$ cat src/rtl/counter_pred_ctrl_pkg.sv
// Shared types and defaults for the branch-predictor
// counter-table controller.
package counter_pred_ctrl_pkg;

  localparam int IDXW             = 7;
  localparam int CNTW             = 2;
  localparam int DEF_FIFO_DEPTH   = 8;
  localparam int DEF_ATTEN_PERIOD = 256;

  typedef struct packed {
    logic [IDXW-1:0] idx;
    logic            taken;
  } fifo_entry_t;

endpackage

$ cat src/rtl/counter_pred_ctrl_fifo.sv
// In-order queue of predictions awaiting resolution.
// Pointers carry one extra wrap bit.
module pred_fifo #(
  parameter int DW    = 8,
  parameter int DEPTH = 8,
  localparam int AW   = $clog2(DEPTH)
) (
  input  logic          clk,
  input  logic          rst,
  input  logic          clr,
  input  logic          push,
  input  logic [DW-1:0] wdata,
  input  logic          pop,
  output logic [DW-1:0] rdata,
  output logic          empty,
  output logic [AW:0]   count
);

  logic [DW-1:0] mem_q [DEPTH];
  logic [AW:0]   wptr_q, wptr_d;
  logic [AW:0]   rptr_q, rptr_d;

  always_comb begin
    wptr_d = wptr_q;
    rptr_d = rptr_q;
    if (clr) begin
      wptr_d = '0;
      rptr_d = '0;
    end else begin
      if (push) wptr_d = wptr_q + 1'b1;
      if (pop)  rptr_d = rptr_q + 1'b1;
    end
  end

  always_ff @(posedge clk) begin
    if (rst) begin
      wptr_q <= '0;
      rptr_q <= '0;
    end else begin
      wptr_q <= wptr_d;
      rptr_q <= rptr_d;
    end
  end

  always_ff @(posedge clk) begin
    if (rst) begin
      for (int i = 0; i < DEPTH; i++) mem_q[i] <= '0;
    end else if (push && !clr) begin
      mem_q[wptr_q[AW-1:0]] <= wdata;
    end
  end

  assign count = wptr_q - rptr_q;
  assign empty = (count == '0);
  assign rdata = mem_q[rptr_q[AW-1:0]];

endmodule

$ cat src/rtl/counter_pred_ctrl.sv
// Lookup/update initiator for the 128-entry 2-bit
// saturating counter table.
module counter_pred_ctrl
  import counter_pred_ctrl_pkg::*;
#(
  parameter int FIFO_DEPTH   = DEF_FIFO_DEPTH,
  parameter int ATTEN_PERIOD = DEF_ATTEN_PERIOD
) (
  input  logic            Clk,
  input  logic            Rest,
  input  logic            PredValid,
  input  logic [IDXW-1:0] PredIdx,
  output logic            PredReady,
  output logic            PredRespValid,
  output logic            PredTaken,
  output logic            PredStrong,
  input  logic            ResValid,
  input  logic            ResTaken,
  output logic            ResReady,
  input  logic            Flush,
  output logic [IDXW-1:0] Raddr,
  output logic            Rable,
  output logic            Atten,
  output logic [IDXW-1:0] Waddr,
  output logic            Wable,
  output logic            Wdate,
  input  logic [CNTW-1:0] Rdate
);

  localparam int CW  = $clog2(FIFO_DEPTH) + 1;
  localparam int IW  = CW + 1;
  localparam int ATW = $clog2(ATTEN_PERIOD);
  localparam logic [IW-1:0] DEPTH_W = IW'(FIFO_DEPTH);

  logic            s0_v_q, s0_v_d;
  logic [IDXW-1:0] s0_idx_q, s0_idx_d;
  logic            s1_v_q, s1_v_d;
  logic [IDXW-1:0] s1_idx_q, s1_idx_d;
  logic            atten_q, atten_d;
  logic [ATW-1:0]  acnt_q, acnt_d;
  logic            wable_q, wable_d;
  logic [IDXW-1:0] waddr_q, waddr_d;
  logic            wdate_q, wdate_d;

  logic            accept, pop, push;
  logic            fifo_empty;
  logic [CW-1:0]   fifo_cnt;
  logic [IW-1:0]   inflight;
  fifo_entry_t     head, push_e;

  // Every lookup past S0 holds a reserved FIFO slot.
  assign inflight = {1'b0, fifo_cnt}
                  + {{CW{1'b0}}, s0_v_q}
                  + {{CW{1'b0}}, s1_v_q};

  assign PredReady = !Rest && !Flush && (inflight < DEPTH_W);
  assign ResReady  = !Rest && !Flush && !fifo_empty;
  assign accept    = PredValid && PredReady;
  assign pop       = ResValid && ResReady;
  assign push      = s1_v_q;

  assign PredRespValid = s1_v_q;
  assign PredTaken     = s1_v_q & Rdate[1];
  assign PredStrong    = s1_v_q & (Rdate[1] == Rdate[0]);

  assign push_e.idx   = s1_idx_q;
  assign push_e.taken = PredTaken;

  always_comb begin
    s0_v_d   = accept;
    s0_idx_d = accept ? PredIdx : s0_idx_q;
    s1_v_d   = s0_v_q && !Flush;
    s1_idx_d = s0_idx_q;
    // Pulse rides on the read cycle of the wrapping lookup.
    atten_d  = accept && (&acnt_q);
    acnt_d   = accept ? acnt_q + 1'b1 : acnt_q;
    wable_d  = pop;
    waddr_d  = pop ? head.idx : waddr_q;
    wdate_d  = pop ? (head.taken == ResTaken) : wdate_q;
  end

  always_ff @(posedge Clk) begin
    if (Rest) begin
      s0_v_q   <= 1'b0;
      s0_idx_q <= '0;
      s1_v_q   <= 1'b0;
      s1_idx_q <= '0;
      atten_q  <= 1'b0;
      acnt_q   <= '0;
      wable_q  <= 1'b0;
      waddr_q  <= '0;
      wdate_q  <= 1'b0;
    end else begin
      s0_v_q   <= s0_v_d;
      s0_idx_q <= s0_idx_d;
      s1_v_q   <= s1_v_d;
      s1_idx_q <= s1_idx_d;
      atten_q  <= atten_d;
      acnt_q   <= acnt_d;
      wable_q  <= wable_d;
      waddr_q  <= waddr_d;
      wdate_q  <= wdate_d;
    end
  end

  pred_fifo #(
    .DW    ($bits(fifo_entry_t)),
    .DEPTH (FIFO_DEPTH)
  ) u_fifo (
    .clk   (Clk),
    .rst   (Rest),
    .clr   (Flush | Rest),
    .push  (push),
    .wdata (push_e),
    .pop   (pop),
    .rdata (head),
    .empty (fifo_empty),
    .count (fifo_cnt)
  );

  assign Raddr = s0_idx_q;
  assign Rable = s0_v_q;
  assign Atten = atten_q;
  assign Waddr = waddr_q;
  assign Wable = wable_q;
  assign Wdate = wdate_q;

endmodule

$ cat config.mk
export PLATFORM = sky130hd
export DESIGN_NAME = counter_pred_ctrl
export DESIGN_NICKNAME = d
export VERILOG_FILES = /design/src/rtl/counter_pred_ctrl_pkg.sv /design/src/rtl/counter_pred_ctrl_fifo.sv /design/src/rtl/counter_pred_ctrl.sv
export SDC_FILE = /design/constraint.sdc
export NUM_CORES = 1
export LEC_CHECK = 0
export CORE_MARGIN = 3
export CORE_UTILIZATION = 50
export DETAILED_ROUTE_END_ITERATION = 7
export DONT_BUFFER_PORTS = 1
export PLACE_DENSITY_LB_ADDON = 0.05
export SLEW_MARGIN = 20
export SYNTH_ARGS = -nofsm -noshare
export SYNTH_HDL_FRONTEND = slang
export SYNTH_SLANG_ARGS = --single-unit
$ cat constraint.sdc
create_clock -name Clk -period 3.1 [get_ports Clk]
set_clock_uncertainty 0.2 [all_clocks]
set_input_delay 0.31 -clock Clk [delete_from_list [all_inputs] [get_ports Clk]]
set_output_delay 0.31 -clock Clk [all_outputs]
set_load 0.01 [all_outputs]
## After elaboration in Yosys (flattened, before gate mapping)

Memories as Yosys holds them, arrays and structs flattened. A register that Yosys moved wholly into a read port is not among the register bits.
Cells that the tools add are included.

- $lt $le $gt $ge: 1
- Eq/ne operators: 2
- Mux-type cells: 10
- Reduce and logical (&&, ||, !) cells: 16
- Add/sub/neg operators: 6
- Bitwise logic cells: 3

Operators with widths:

| cell | count |
|---|---|
| 3-bit 2-to-1 mux | 3 |
| 4-bit by 1-bit adder with 4-bit output, second input constant | 2 |
| 8-bit by 1-bit adder with 8-bit output, second input constant | 1 |
| 1-bit logical AND | 8 |
| 8-bit 2-to-1 mux | 1 |
| 8-bit AND reduction | 1 |
| 8-bit OR reduction | 1 |
| 1-bit 2-to-1 mux | 6 |
| 4-bit by 1-bit adder with 5-bit output | 1 |
| 5-bit by 1-bit adder with 5-bit output | 1 |
| 5-bit by 4-bit < comparator with 1-bit output, second input constant | 1 |
| 1-bit zero test | 4 |
| 4-bit zero test | 1 |
| 4-bit subtractor | 1 |
| 1-bit bitwise AND | 2 |
| 1-bit equality test | 2 |
| 2-bit OR reduction | 1 |
| 1-bit OR | 1 |

- Bits in registers: 42
- Word-level logic and storage cells: 50
- Memories: 1
- Memory bits (writable): 64
- Output and inout bits: 23

Memories:

| memory | words | bits a word | rd ports | clocked after Yosys merged registers in | wr ports | line | RTL |
|---|---|---|---|---|---|---|---|
| u_fifo.mem_q | 8 | 8 | 1 | 1 | 8 | counter_pred_ctrl_fifo.sv:19 | `logic [DW-1:0] mem_q [DEPTH];` |

## Depth between registers and ports, before layout

- Depth in word-level cells: 8
- Depth in mapped cells: 11

## Modules after synthesis

A second synthesis with hierarchy kept.

- Cell total of the unflattened synthesis: 367
- Area total of the unflattened synthesis: 4,913.5 um^2

Modules (own cells, without submodules):

| module | area an instance (um^2) | times used | cells an instance |
|---|---|---|---|
| pred_fifo | 3,637.2 | 1 | 232 |
| counter_pred_ctrl | 1,276.2 | 1 | 135 |

## Least setup slack after synthesis

OpenSTA, ideal clock, no wires.

- Kind: reg-to-reg
- Start point: register u_fifo.wptr_q[0]
- End point: register acnt_q[5]
- Path slack: 0.581 ns
- Stages on the path, launching flop included: 10
- Data required time: 2.830 ns
- Arrival time: 2.249 ns
- Period minus slack after synthesis: 2.519 ns
- Cell sequence: dfxtp_1 inv_1 ha_1 inv_1 ha_1 a21o_1 a311oi_2 nand3_2 or4_1 a21oi_1

- Longest elaborated chain between the ends: 6

RTL lines:

| what | line | RTL |
|---|---|---|
| from (decl) | counter_pred_ctrl_fifo.sv:20 | `logic [AW:0] wptr_q, wptr_d;` |
| from (signal assigned) | counter_pred_ctrl_fifo.sv:40 | `wptr_q <= wptr_d;` |
| 4-bit subtractor | counter_pred_ctrl_fifo.sv:53 | `assign count = wptr_q - rptr_q;` |
| 4-bit by 1-bit adder with 5-bit output | counter_pred_ctrl.sv:53 | `+ {{CW{1'b0}}, s0_v_q}` |
| 5-bit by 1-bit adder with 5-bit output | counter_pred_ctrl.sv:54 | `+ {{CW{1'b0}}, s1_v_q};` |
| 5-bit by 4-bit < comparator with 1-bit output | counter_pred_ctrl.sv:56 | `assign PredReady = !Rest && !Flush && (inflight < DEPTH_W);` |
| 1-bit logical AND | counter_pred_ctrl.sv:56 |  |
| 1-bit logical AND | counter_pred_ctrl.sv:58 | `assign accept = PredValid && PredReady;` |
| to (signal assigned) | counter_pred_ctrl.sv:99 | `acnt_q <= acnt_d;` |
| to (decl) | counter_pred_ctrl.sv:40 | `logic [ATW-1:0] acnt_q, acnt_d;` |

No other way between the ends.
A chain may end at the register's enable or synchronous reset.

## Final worst setup path

Ends and elaborated chain as after synthesis.

==> results.md <==
- Vias in the first global route: 2713
- PnR Total Power: 2.53 mW
- CTS Sinks: 109
- Share of synthesized registers carrying an async set or reset: 0%
- Layout area overhead: 9.88%
- Share of cells above drive strength 1: 14.6%
- Register Area: 0.00282 mm2
- Vias post-DR: 2698
- Reg2reg path depth: 9
- CTS tree: done
- Hold_sp: Rest
- Setup ws final: 302 ps
- Cell Pwr Density: 491 mW/mm2
- Worst-margin pin slew: 809 ps
- Seq cells post-synth: 109
- Final Hold Fails: 0
- Chip height: 103 um
- # DRC: 0
- Max-slew headroom: 46.0%
- Slew Limit Fails: 0
- Initial DRC Count: 116
- Outcome: finished, final reports clean
- Crit share post-route: 90.3%
- Nets: 402
- WL final: 8.86 mm
- Layout fillers: 754
- Syn Nets: 384
- CP Capture Type: flop
- Placed Instances: 466
- DP Area: 0.00484 mm2
- TritonCTS Buffers: 9
- Mapped Area: 0.00468 mm2
- Antenna Cells: 0
- # rows: 34
- # setup viols final: 0
- Fmax: 357 MHz
- Sequential fraction of the synthesis area: 60.3%
- Post-Layout Cell Count: 492
- Post-synth top area share: 41.0%
- Die Area: 0.0106 mm2
- Area leader, netlist: edfxtp_1
- Dominant cells by area after synthesis: edfxtp_1 (41%), dfxtp_1 (19%), and2_1 (9.1%)
- Hold WS: 42.0 ps
- Cell with the most instances after synthesis: and2_1
- Design Area, Final: 0.00515 mm2
- Die width: 103 um
- Worst-path cell chain: inv_1, ha_1, inv_1, ha_1, a21o_1, a311oi_2, nand3_2, or4_1, a21oi_1
- Final antenna-violating net count: 0
- Reg-to-reg critical path startpoint: u_fifo.wptr_q[0]
- WHS Path Cells: 3
- Worst setup path startpoint: u_fifo.wptr_q[0]
- Hold/Removal Path Class: in2reg
- Worst setup SP type: flop
- Clock tree buffer depth: 2
- GPL Wtd Cong: 0.749
- Clock period minus worst slack: 2800 ps
- Worst Path Max Fanout: 10
- Maximum vdd drop: 0.313 mV
- Largest net degree at the start of global routing: 31
- Post-synth EDFFs: 64
- RSZ-0062 raised after global routing: false
- Drt first pass iters: 4
- Critical-path top delay cell: or4_1
- Routed wire per std cell: 18.0 um
- PortBufs: 0
- Total GRT Usage: 18.4%
- Unique masters post-synth: 36
- Vias/cell: 5.48
- Area of the multi-input gates: 0.00177 mm2
- Gr ovfl total: 0
- Pleak: 1.84 nW
- Crit path largest cell delay: 550 ps
- Worst-Skew Late Latency: 380 ps
- Max-Cap Viols: 0
- HPWL Detailed: 5.99 mm
- Avg Inst Size Synth: 13.0 um2
- Crit path arrival time: 2900 ps
- WS Path Type: reg2reg
- Setup TNS: 0 ps
- CTS H-tree lvls: 3
- Setup Fix Bufs, Post-CTS: 0
- First-pass GRT wire length: 14.2 mm
- Initial Utilization: 52.7%
- Most frequent cells after synthesis: and2_1 (68), edfxtp_1 (64), dfxtp_1 (45)
- Synth warnings: 0
- Mapped Cells: 361
- Clock-pin slew on the worst setup and hold paths: 110 ps
- Placeable Area: 0.00889 mm2
- Clock root buffer: clkbuf_8
- Critical Path RT: 3200 ps
- Initial antenna violation count: 0
- Post-Place Worst Slack: 229 ps
- Final design utilization: 57.9%
- Top_reg_cell synth: edfxtp_1
- IO Count: 38
## state kept, by name (all words and copies together) (netlist names), named ones only
name	flops
Atten	1
PredRespValid	1
Rable	1
Raddr	7
Wable	1
Waddr	7
Wdate	1
acnt_q	8
s1_idx_q	7
u_fifo.mem_q	64
u_fifo.rptr_q	4
u_fifo.wptr_q	4
## final cells by class
| type | instances | area share [%] |
|---|---|---|
| Clock buffer | 9 | 2.41 |
| Tap cell | 108 | 2.63 |
| Timing Repair Buffer | 21 | 3.45 |
| Sequential cell | 109 | 54.8 |
| Multi-Input combinational cell | 230 | 34.4 |
| Inverter | 8 | 0.656 |
| Clock inverter | 7 | 1.63 |
## where the power goes
part           leakage, nW  switching (mW)  internal (mW)  total [mW]
clock network        0.106           0.537          0.331       0.868
registers             1.02          0.0176           1.56        1.58
logic                0.706          0.0475         0.0347      0.0822
total                 1.84           0.602           1.93        2.53
## worst max-delay path: cells and delay by family, from the launching register on
kind	cells	cell delay [ps]
and+or+nand+nor	2	790
adders and majority gates	2	530
AOI/OAI and AO/OA	3	620
DFF	1	450
buffers and inverters	2	140
## worst paths after layout
path | to | slack (ps)
setup / recovery | acnt_q[5] | 300
hold / removal | u_fifo.rptr_q[3] | 40
setup reg to reg | acnt_q[5] | 300
hold reg to reg | acnt_q[7] | 250
## kinds of logic after synthesis
kind of cell    after synthesis  synth area share [%]
buf+inv                      22                  2.08
fa+ha+maj                     8                  2.30
xor+xnor                      9                  1.68
simple gates                151                  17.7
mux                          38                  12.4
compound gates               24                  3.55
flops                       109                  60.3
## per-layer routing
layer / track usage, % / wire length [um]
met1: 24.3 / 4080
met2: 30.6 / 4380
met3: 4.47 / 288
met4: 5.08 / 113
met5: 0 / 0
## placed cells by master, fill, tap and decap left out, types with 3 or more instances in the layout
cell,synthesis,routed
ha_1,7,7
dfxtp_1,45,45
xnor2_1,6,6
a21oi_1,5,5
edfxtp_1,64,64
inv_8,0,3
buf_4,1,11
mux2i_1,22,22
clkbuf_8,0,9
nor2_1,31,31
and2_1,68,68
or2_2,8,8
xor2_1,3,3
nand2_1,11,11
o21ai_0,3,3
nand2b_1,4,4
nor2b_1,8,8
o31ai_1,4,4
inv_1,8,7
nand3_1,7,7
dlygate4sd3_1,0,9
nor3_1,5,5
a211oi_1,8,8
mux4_2,16,16
## timing repair
action                                 4_1_cts  5_1_grt
endpoints found under the hold margin       35        0
hold buffers                                10        0
gates resized for setup                      0        1
setup endpoints to repair                    0        2
Power figures use the tool's default switching activity.
